<file path="src/rtl/mem_access_ctrl_pkg.sv">
// Shared definitions for the load/store sequencer around sizehandlerMUX.
// Holds the op / size-handler select encodings, the sequencer state
// encoding and a small op classification helper.
package mem_access_ctrl_pkg;

    // The op code from the control unit doubles as the size-handler select.
    localparam logic [2:0] SEL_SB  = 3'b000;
    localparam logic [2:0] SEL_SW  = 3'b001;
    localparam logic [2:0] SEL_SH  = 3'b010;
    localparam logic [2:0] SEL_LB  = 3'b011;
    localparam logic [2:0] SEL_LW  = 3'b100;
    localparam logic [2:0] SEL_LH  = 3'b101;
    localparam logic [2:0] SEL_REP = 3'b111;

    typedef enum logic [2:0] {
        IDLE = 3'd0,
        RD   = 3'd1,
        CAP  = 3'd2,
        WR   = 3'd3,
        FIN  = 3'd4,
        ERR  = 3'd5
    } state_t;

    function automatic logic is_load(input logic [2:0] op);
        return (op == SEL_LB) || (op == SEL_LW) || (op == SEL_LH);
    endfunction

endpackage

</file>
<file path="src/rtl/mem_access_ctrl_if.sv">
// Request / memory-side bundle of the load/store sequencer.
//   start, op, addr         : request from the control unit
//   busy, done, err         : sequencer status back to the control unit
//   mem_addr, mem_wr        : word address and write enable to memory
//   mdr_load, sh_sel        : MDR capture enable and sizehandlerMUX select
// master = control unit side, slave = sequencer side.
interface mem_access_ctrl_if;
    logic        start;
    logic [2:0]  op;
    logic [31:0] addr;
    logic        busy;
    logic        done;
    logic        err;
    logic [31:0] mem_addr;
    logic        mem_wr;
    logic        mdr_load;
    logic [2:0]  sh_sel;

    modport master (
        output start, op, addr,
        input  busy, done, err, mem_addr, mem_wr, mdr_load, sh_sel
    );

    modport slave (
        input  start, op, addr,
        output busy, done, err, mem_addr, mem_wr, mdr_load, sh_sel
    );
endinterface

</file>
<file path="src/rtl/mem_access_ctrl_align_check.sv">
// Combinational legality decoder for a memory op.
//   op      : op code (size-handler encoding)
//   addr_lo : addr[1:0] of the access
//   legal   : 1 when the op code exists and the address is naturally aligned
// Kept standalone so exception logic can reuse the same decision.
module align_check
    import mem_access_ctrl_pkg::*;
(
    input  logic [2:0] op,
    input  logic [1:0] addr_lo,
    output logic       legal
);

    always_comb begin
        legal = 1'b0;
        case (op)
            SEL_SB, SEL_LB: legal = 1'b1;
            SEL_SW, SEL_LW: legal = (addr_lo == 2'b00);
            SEL_SH, SEL_LH: legal = ~addr_lo[0];
            default:        legal = 1'b0;
        endcase
    end

endmodule

</file>
<file path="src/rtl/mem_access_ctrl.sv">
// Multicycle load/store sequencer in front of sizehandlerMUX.
// Takes one op at a time, reads memory for loads and sub-word stores
// (read-modify-write), writes directly for sw, and flags illegal ops
// without touching memory.
//   clk    : system clock, rising edge
//   reset  : asynchronous, active-high
//   bus    : request/status/memory bundle (slave side)
// Parameters:
//   READ_LAT : memory read latency in cycles (1..15)
//   CNT_W    : latency counter width, must hold READ_LAT
//
// state | meaning
// IDLE  | waiting for start, memory untouched
// RD    | memory read in flight, READ_LAT cycles
// CAP   | load data through the size handler into MDR
// WR    | single write cycle, merged word for sb/sh
// FIN   | done pulse
// ERR   | err pulse for misaligned / unknown op
module mem_access_ctrl
    import mem_access_ctrl_pkg::*;
#(
    parameter int READ_LAT = 1,
    parameter int CNT_W    = 4
) (
    input  logic clk,
    input  logic reset,
    mem_access_ctrl_if.slave bus
);

    state_t            state;
    logic [31:2]       addr_q;    // only the word part ever reaches memory
    logic [2:0]        op_q;
    logic [CNT_W-1:0]  cnt;
    logic              op_legal;

    logic              busy_q;
    logic              done_q;
    logic              err_q;
    logic              mem_wr_q;
    logic              mdr_load_q;
    logic [2:0]        sh_sel_q;

    align_check u_align_check (
        .op      (bus.op),
        .addr_lo (bus.addr[1:0]),
        .legal   (op_legal)
    );

    // Outputs are registered alongside the state transition, so each
    // state's output values are set on the edge that enters it.
    always_ff @(posedge clk or posedge reset) begin
        if (reset) begin
            state      <= IDLE;
            addr_q     <= '0;
            op_q       <= '0;
            cnt        <= '0;
            busy_q     <= 1'b0;
            done_q     <= 1'b0;
            err_q      <= 1'b0;
            mem_wr_q   <= 1'b0;
            mdr_load_q <= 1'b0;
            sh_sel_q   <= SEL_REP;
        end else begin
            done_q     <= 1'b0;
            err_q      <= 1'b0;
            mem_wr_q   <= 1'b0;
            mdr_load_q <= 1'b0;
            sh_sel_q   <= SEL_REP;
            case (state)
                IDLE: begin
                    if (bus.start) begin
                        op_q   <= bus.op;
                        addr_q <= bus.addr[31:2];
                        busy_q <= 1'b1;
                        if (!op_legal) begin
                            state <= ERR;
                            err_q <= 1'b1;
                        end else if (bus.op == SEL_SW) begin
                            state    <= WR;
                            mem_wr_q <= 1'b1;
                            sh_sel_q <= SEL_SW;
                        end else begin
                            state <= RD;
                            cnt   <= CNT_W'(READ_LAT - 1);
                        end
                    end
                end
                RD: begin
                    if (cnt == '0) begin
                        sh_sel_q <= op_q;
                        if (is_load(op_q)) begin
                            state      <= CAP;
                            mdr_load_q <= 1'b1;
                        end else begin
                            // sb/sh: read data is still on the bus for the merge
                            state    <= WR;
                            mem_wr_q <= 1'b1;
                        end
                    end else begin
                        cnt <= cnt - CNT_W'(1);
                    end
                end
                CAP, WR: begin
                    state  <= FIN;
                    done_q <= 1'b1;
                end
                FIN, ERR: begin
                    state  <= IDLE;
                    busy_q <= 1'b0;
                end
                default: begin
                    state  <= IDLE;
                    busy_q <= 1'b0;
                end
            endcase
        end
    end

    assign bus.busy     = busy_q;
    assign bus.done     = done_q;
    assign bus.err      = err_q;
    assign bus.mem_wr   = mem_wr_q;
    assign bus.mdr_load = mdr_load_q;
    assign bus.sh_sel   = sh_sel_q;
    assign bus.mem_addr = (state == IDLE) ? 32'h0 : {addr_q, 2'b00};

endmodule

</file>
<file path="src/flat_wrapper.sv">
// flat-port wrapper written by rule: the top's interface ports become plain ports
module mem_access_ctrl_flat import mem_access_ctrl_pkg::*;
#(
    parameter int READ_LAT = 1,
    parameter int CNT_W    = 4
)
  (clk, reset, bus_start, bus_op, bus_addr, bus_busy, bus_done, bus_err, bus_mem_addr, bus_mem_wr, bus_mdr_load, bus_sh_sel);
  mem_access_ctrl_if bus_i ();
  input  logic clk;
  input  logic reset;
  input wire logic [$bits(bus_i.start)-1:0] bus_start;
  input wire logic [$bits(bus_i.op)-1:0] bus_op;
  input wire logic [$bits(bus_i.addr)-1:0] bus_addr;
  output wire logic [$bits(bus_i.busy)-1:0] bus_busy;
  output wire logic [$bits(bus_i.done)-1:0] bus_done;
  output wire logic [$bits(bus_i.err)-1:0] bus_err;
  output wire logic [$bits(bus_i.mem_addr)-1:0] bus_mem_addr;
  output wire logic [$bits(bus_i.mem_wr)-1:0] bus_mem_wr;
  output wire logic [$bits(bus_i.mdr_load)-1:0] bus_mdr_load;
  output wire logic [$bits(bus_i.sh_sel)-1:0] bus_sh_sel;
  assign bus_i.start = bus_start;
  assign bus_i.op = bus_op;
  assign bus_i.addr = bus_addr;
  assign bus_busy = bus_i.busy;
  assign bus_done = bus_i.done;
  assign bus_err = bus_i.err;
  assign bus_mem_addr = bus_i.mem_addr;
  assign bus_mem_wr = bus_i.mem_wr;
  assign bus_mdr_load = bus_i.mdr_load;
  assign bus_sh_sel = bus_i.sh_sel;
  mem_access_ctrl #(.READ_LAT(READ_LAT), .CNT_W(CNT_W)) u_core (.clk(clk), .reset(reset), .bus(bus_i));
endmodule
</file>
<file path="config.mk">
export PLATFORM = sky130hd
export DESIGN_NAME = mem_access_ctrl_flat
export DESIGN_NICKNAME = d
export VERILOG_FILES = /design/src/rtl/mem_access_ctrl_pkg.sv /design/src/rtl/mem_access_ctrl_if.sv /design/src/rtl/mem_access_ctrl_align_check.sv /design/src/rtl/mem_access_ctrl.sv /design/src/flat_wrapper.sv
export SDC_FILE = /design/constraint.sdc
export NUM_CORES = 1
export LEC_CHECK = 0
export CORE_MARGIN = 10
export CORE_UTILIZATION = 45
export CTS_CLUSTER_SIZE = 14
export DETAILED_ROUTE_END_ITERATION = 8
export DONT_BUFFER_PORTS = 1
export SYNTH_ARGS = -nofsm -noshare
export SYNTH_HDL_FRONTEND = slang
export SYNTH_SLANG_ARGS = --single-unit
</file>
<file path="constraint.sdc">
create_clock -name clk -period 3.7 [get_ports clk]
set_input_delay 0.74 -clock clk [delete_from_list [all_inputs] [get_ports clk]]
set_output_delay 0.74 -clock clk [all_outputs]
set_load 0.05 [all_outputs]
</file>
==> impl_metrics.toml, run 1 <==
[setup_path]
r2r_end = "u_core.cnt[0]"
start_kind = "flip-flop"
worstPathRequired_ns = 2.96
worstPathCellList = "nor3_2, buf_4, nor2b_1"
worst_setup_path_end_kind = "primary output"
r2r_cells = 4
path_max_fanout = 32
rrSetupSlack_ns = 1.52
r2r_start = "u_core.state[0]"
crit_slowest_cell = "nor2b_1"
slowest_delay_ns = 0.79
arrival_ns = 1.90
worstSetupPathType = "flip-flop to primary output"

[cells_and_area]
num-fill-cells = 460
fin_cells = 248
antennaDiodeCount = 0
layout_common_cells = "dfrtp_1 (45), nor2b_1 (33), mux2_2 (17)"
design_area_um2 = 2380
final_util_pct = 50.0
drive_gt1_share_pct = 26.0
final_nets = 220
mostFrequentLayoutCell = "dfrtp_1"
area_growth_pct = 6.32

[floorplanning]
die_h_um = 90.5
io_pins = 78
die_w_um = 90.5
core_um2 = 4750
start_util_pct = 47.0
num_rows = 25
fp.dieArea_um2 = 8190

[synth]
synth_top_flop_cell = "dfrtp_1"
synth_edf_count = 0
yosysUniqueCellTypes = 34
netlist_area_um2 = 2240
synth_cells = 181
yosysSeqAreaShare_pct = 53.9
yosys_register_bits = 48
synth-async-reset-ratio_pct = 100
avgSynthCellArea_um2 = 12.4
ys_warn_count = 0

[timing]
finalSetupViolCount = 0
finalClockSkew_ns = 0.0138
period_needed_ns = 2.64
fmax_mhz = 379
slew_headroom_pct = 34.3
rsz0062_at_grt = "false"
final_hold_viol_count = 0
fin_crit_sh_pct = 71.4
fin_setup_tns_ns = 0
slew_violations = 0
worst_pin_slew_ns = 0.983

[run]
drv_cap = 0

[drt]
drt-total-wl_um = 4850
drtIter0Drc = 33
drc = 0
vias_per_cell = 5.25
vias = 1303
routedWlPerCell_um = 19.6
drt-pass1-iter-count = 4
drtAntennaViolNets = 0

[global_route]
grtUsageTotal_pct = 12.0
antenna_found_initial = 0
globalRouteOverflowTotal = 0
grt_pass1_wl_um = 7990
grt_pass1_vias = 1451
grt_max_degree = 49

[cts]
clock_latency_ns = 0.30
post_cts.repair.setup_buffers = 0
cts_resized = 0
clock_path_buffers = 2
root_buffer = "clkbuf_8"
cts_sinks = 48
clkTransAtPathRegs_ns = 0.10
ctsHoldBuffers = 0
cts_htree_levels = 2
cts_tree = "yes"
cts_made_buffers = 5

[worst_hold_path]
hold_path_depth = 1
holdPathEnd = "u_core.addr_q[19]"
hold_path.class = "flip-flop to flip-flop"
hold_path_startpoint = "u_core.addr_q[19]"

[outcome]
status = "completed"

[placement]
gp_congestion = 0.795
placedInstanceArea_um2 = 2270
post-place-cells = 240
io_buffers = 0
place_hpwl_um = 3660
==> synthesized netlist by cell type, drive strengths merged, types with 3 or more instances <==
cell type / n / share of area (%)
inv: 5 / 0.84
a31oi: 3 / 0.84
nand2: 8 / 1.3
clkbuf: 4 / 0.73
nor3b: 4 / 1.3
mux2: 32 / 19
dfrtp: 45 / 50
nor2b: 33 / 9.2
a21oi: 5 / 1.1
dfstp: 3 / 3.5
buf: 6 / 2.4
nor3: 3 / 0.67
o21ai: 4 / 0.90
nor2: 8 / 1.3
==> flip-flops by register name, indices dropped and copies added (netlist names) <==
name and count:
u_core.op_q 3, u_core.bus.sh_sel 3, u_core.bus.err 1, u_core.state 3, u_core.cnt 4, u_core.bus.done 1
u_core.bus.busy 1, u_core.addr_q 30, u_core.bus.mdr_load 1, u_core.bus.mem_wr 1
==> per-stage QoR <==
stage / hold slack [ns] / setup WS (ns)
floorplan: 0.458 / 1.54
global placement: 0.480 / 1.44
detailed placement: 0.486 / 1.37
CTS: 0.506 / 1.06
global route: 0.527 / 0.942
finish: 0.503 / 1.06
==> routing by layer <==
layer	vias to the layer above	part of all wire, %	global-route usage [%]
li1	606	-	-
met1	638	39	13.0
met2	54	50	19.8
met3	5	9.5	5.65
met4	0	1.3	4.77
met5	-	0	0
==> area by class of cell <==
| type | count | area, um^2 | area share [%] |
|---|---|---|---|
| timing repair buffer | 1 | 7.51 | 0.316 |
| tap | 67 | 83.8 | 3.53 |
| clock buffer | 5 | 68.8 | 2.89 |
| clock inverter | 3 | 42.5 | 1.79 |
| inverter | 5 | 18.8 | 0.789 |
| multi-input combinational | 119 | 951 | 40.0 |
| sequential | 48 | 1200 | 50.7 |
==> logic make-up (layout without fill, tap and decap cells) <==
logic type | count (synthesis) | after routing | synth area share, %
buf+inv | 15 | 14 | 3.97
compound gates | 20 | 20 | 5.65
other cells | 1 | 2 | 0.168
simple gates | 62 | 62 | 16.1
flops | 48 | 48 | 53.9
fa+ha+maj | 2 | 2 | 1.12
mux | 33 | 33 | 19.1
==> critical path: cells and delay by family (launching register included) <==
kind | cells | cell delay [ns]
buffers and inverters | 1 | 0.24
flip-flops | 1 | 0.50
AND/OR/NAND/NOR | 2 | 0.85
==> worst max-delay path by stage <==
| stage | depth (start not counted) | end | start |
|---|---|---|---|
| after global routing | 3 | bus_mem_addr[25] | u_core.state[2] |
| after detailed placement | 4 | u_core.cnt[0] | bus_start |
| after CTS | 3 | bus_mem_addr[16] | u_core.state[2] |
| after floorplan | 3 | bus_mem_addr[21] | u_core.state[2] |
| final | 3 | bus_mem_addr[14] | u_core.state[2] |
| after global placement | 3 | bus_mem_addr[16] | u_core.state[2] |
Power of run 1 is not shown: default switching activity piles up to over one toggle a cycle in this logic, so the estimate is an artifact.
==> run 2, diff against run 1 <==
clock period = 2.2 ns   (was 3.7 ns; I/O delays follow)
==> impl_metrics.toml, run 2 (synthesized netlist as in run 1, its figures left out) <==
[setup_path]
worstSetupPathType = "flip-flop to primary output"
cp.buffers_inverters = 2
r2r_cells = 4
worstPathRequired_ns = 1.76
start_kind = "flip-flop"
worst_setup_path_end_kind = "primary output"
r2r_start = "u_core.state[1]"
cp_top_family = "flip-flops"
r2r_end = "u_core.cnt[1]"
path_max_fanout = 30
crit_slowest_cell = "dfrtp_1"
slowest_delay_ns = 0.45
arrival_ns = 1.56
crit_cells = 4
worstPathCellList = "nor3_2, buf_12, nor2b_1, buf_4"
rrSetupSlack_ns = 0.26

[cells_and_area]
drive_gt1_share_pct = 37.4
top_regs = "u_core.addr_q (30), u_core.cnt (4)"
layout_common_cells = "dfrtp_1 (45), nor2b_1 (33), buf_4 (33)"
ff_latch_area_um2 = 1200
mostFrequentLayoutCell = "dfrtp_1"
area_growth_pct = 18.0
antennaDiodeCount = 0
final_nets = 253
final_util_pct = 55.5
largest_reg_flops = 30
multiInputGateArea_um2 = 951
regMostFlops = "u_core.addr_q"
num-fill-cells = 435

[timing]
finalClockSkew_ns = 0.00796
finalSetupViolCount = 0
setup_slack_ns = 0.196
slew_headroom_pct = 47.7
final_hold_viol_count = 0
rsz0062_at_grt = "false"
fin_setup_tns_ns = 0
period_needed_ns = 2.00
slew_violations = 0
fin_crit_sh_pct = 91.1
fmax_mhz = 499
worst_pin_slew_ns = 0.783

[cts]
cts_sinks = 48
clock_latency_ns = 0.29
ctsHoldBuffers = 0
clock_path_buffers = 2
cts_made_buffers = 5
root_buffer = "clkbuf_8"
cts_tree = "yes"
post_cts.repair.setup_buffers = 0
clkTransAtPathRegs_ns = 0.09
cts_htree_levels = 2
cts_resized = 0

[placement]
post-place-ws_ns = 0.316
gp_congestion = 0.873
place_hpwl_um = 3960
io_buffers = 0

[floorplanning]
fp.dieArea_um2 = 8190
num_rows = 25
die_w_um = 90.5
io_pins = 78
core_um2 = 4750
start_util_pct = 47.0
die_h_um = 90.5

[drt]
drt-total-wl_um = 5050
drt-pass1-iter-count = 4
drc = 0
routedWlPerCell_um = 18.0
vias = 1431
drtAntennaViolNets = 0
drtIter0Drc = 70
vias_per_cell = 5.09

[global_route]
grt_pass1_wl_um = 8160
top_usage_layer = "met2"
use_met1_pct = 13.8
grtUsageTotal_pct = 12.1
grt_use_met2_pct = 20.2
grt_pass1_vias = 1547
globalRouteOverflowTotal = 0
use_met3_pct = 5.24
grt_max_degree = 40
antenna_found_initial = 0

[outcome]
status = "completed"

[worst_hold_path]
hold_path.class = "input port to asynchronous set/reset pin"

[run]
drv_cap = 0
-- run 2: how the worst max path moves through the flow --
stage	startpoint	endpoint
6_report	u_core.state[0]	bus_mem_addr[16]
5_1_grt	u_core.state[0]	bus_mem_addr[28]
4_1_cts	u_core.state[0]	bus_mem_addr[16]
3_5_place_dp	u_core.state[1]	u_core.cnt[1]
3_3_place_gp	u_core.state[2]	u_core.cnt[1]
2_1_floorplan	u_core.state[2]	bus_mem_addr[21]
-- run 2: per-stage QoR --
stage	hold WS, ns	cells	cell area [um^2]
4_1_cts	0.200	281	2640
6_report	0.169	281	2640
2_1_floorplan	0.458	182	2240
3_3_place_gp	0.481	273	2530
3_5_place_dp	0.486	273	2530
5_1_grt	0.220	281	2640
-- run 2: cell type report --
type                    count  area share [%]
inverters                   5           0.712
repair buffers             34            10.2
flip-flops and latches     48            45.7
clock buffers               5            2.61
well taps                  67            3.18
clock inverters             3            1.61
multi-input cells         119            36.1
-- run 2: routing by layer --
| layer | vias up | share of wire (%) | routed length, um |
|---|---|---|---|
| met5 | - | 0 | 0 |
| met4 | 0 | 0.87 | 44 |
| met3 | 4 | 7.2 | 363 |
| met2 | 51 | 51 | 2570 |
| met1 | 709 | 41 | 2080 |
| li1 | 667 | - | - |
Power of run 2 is left out for the same reason.
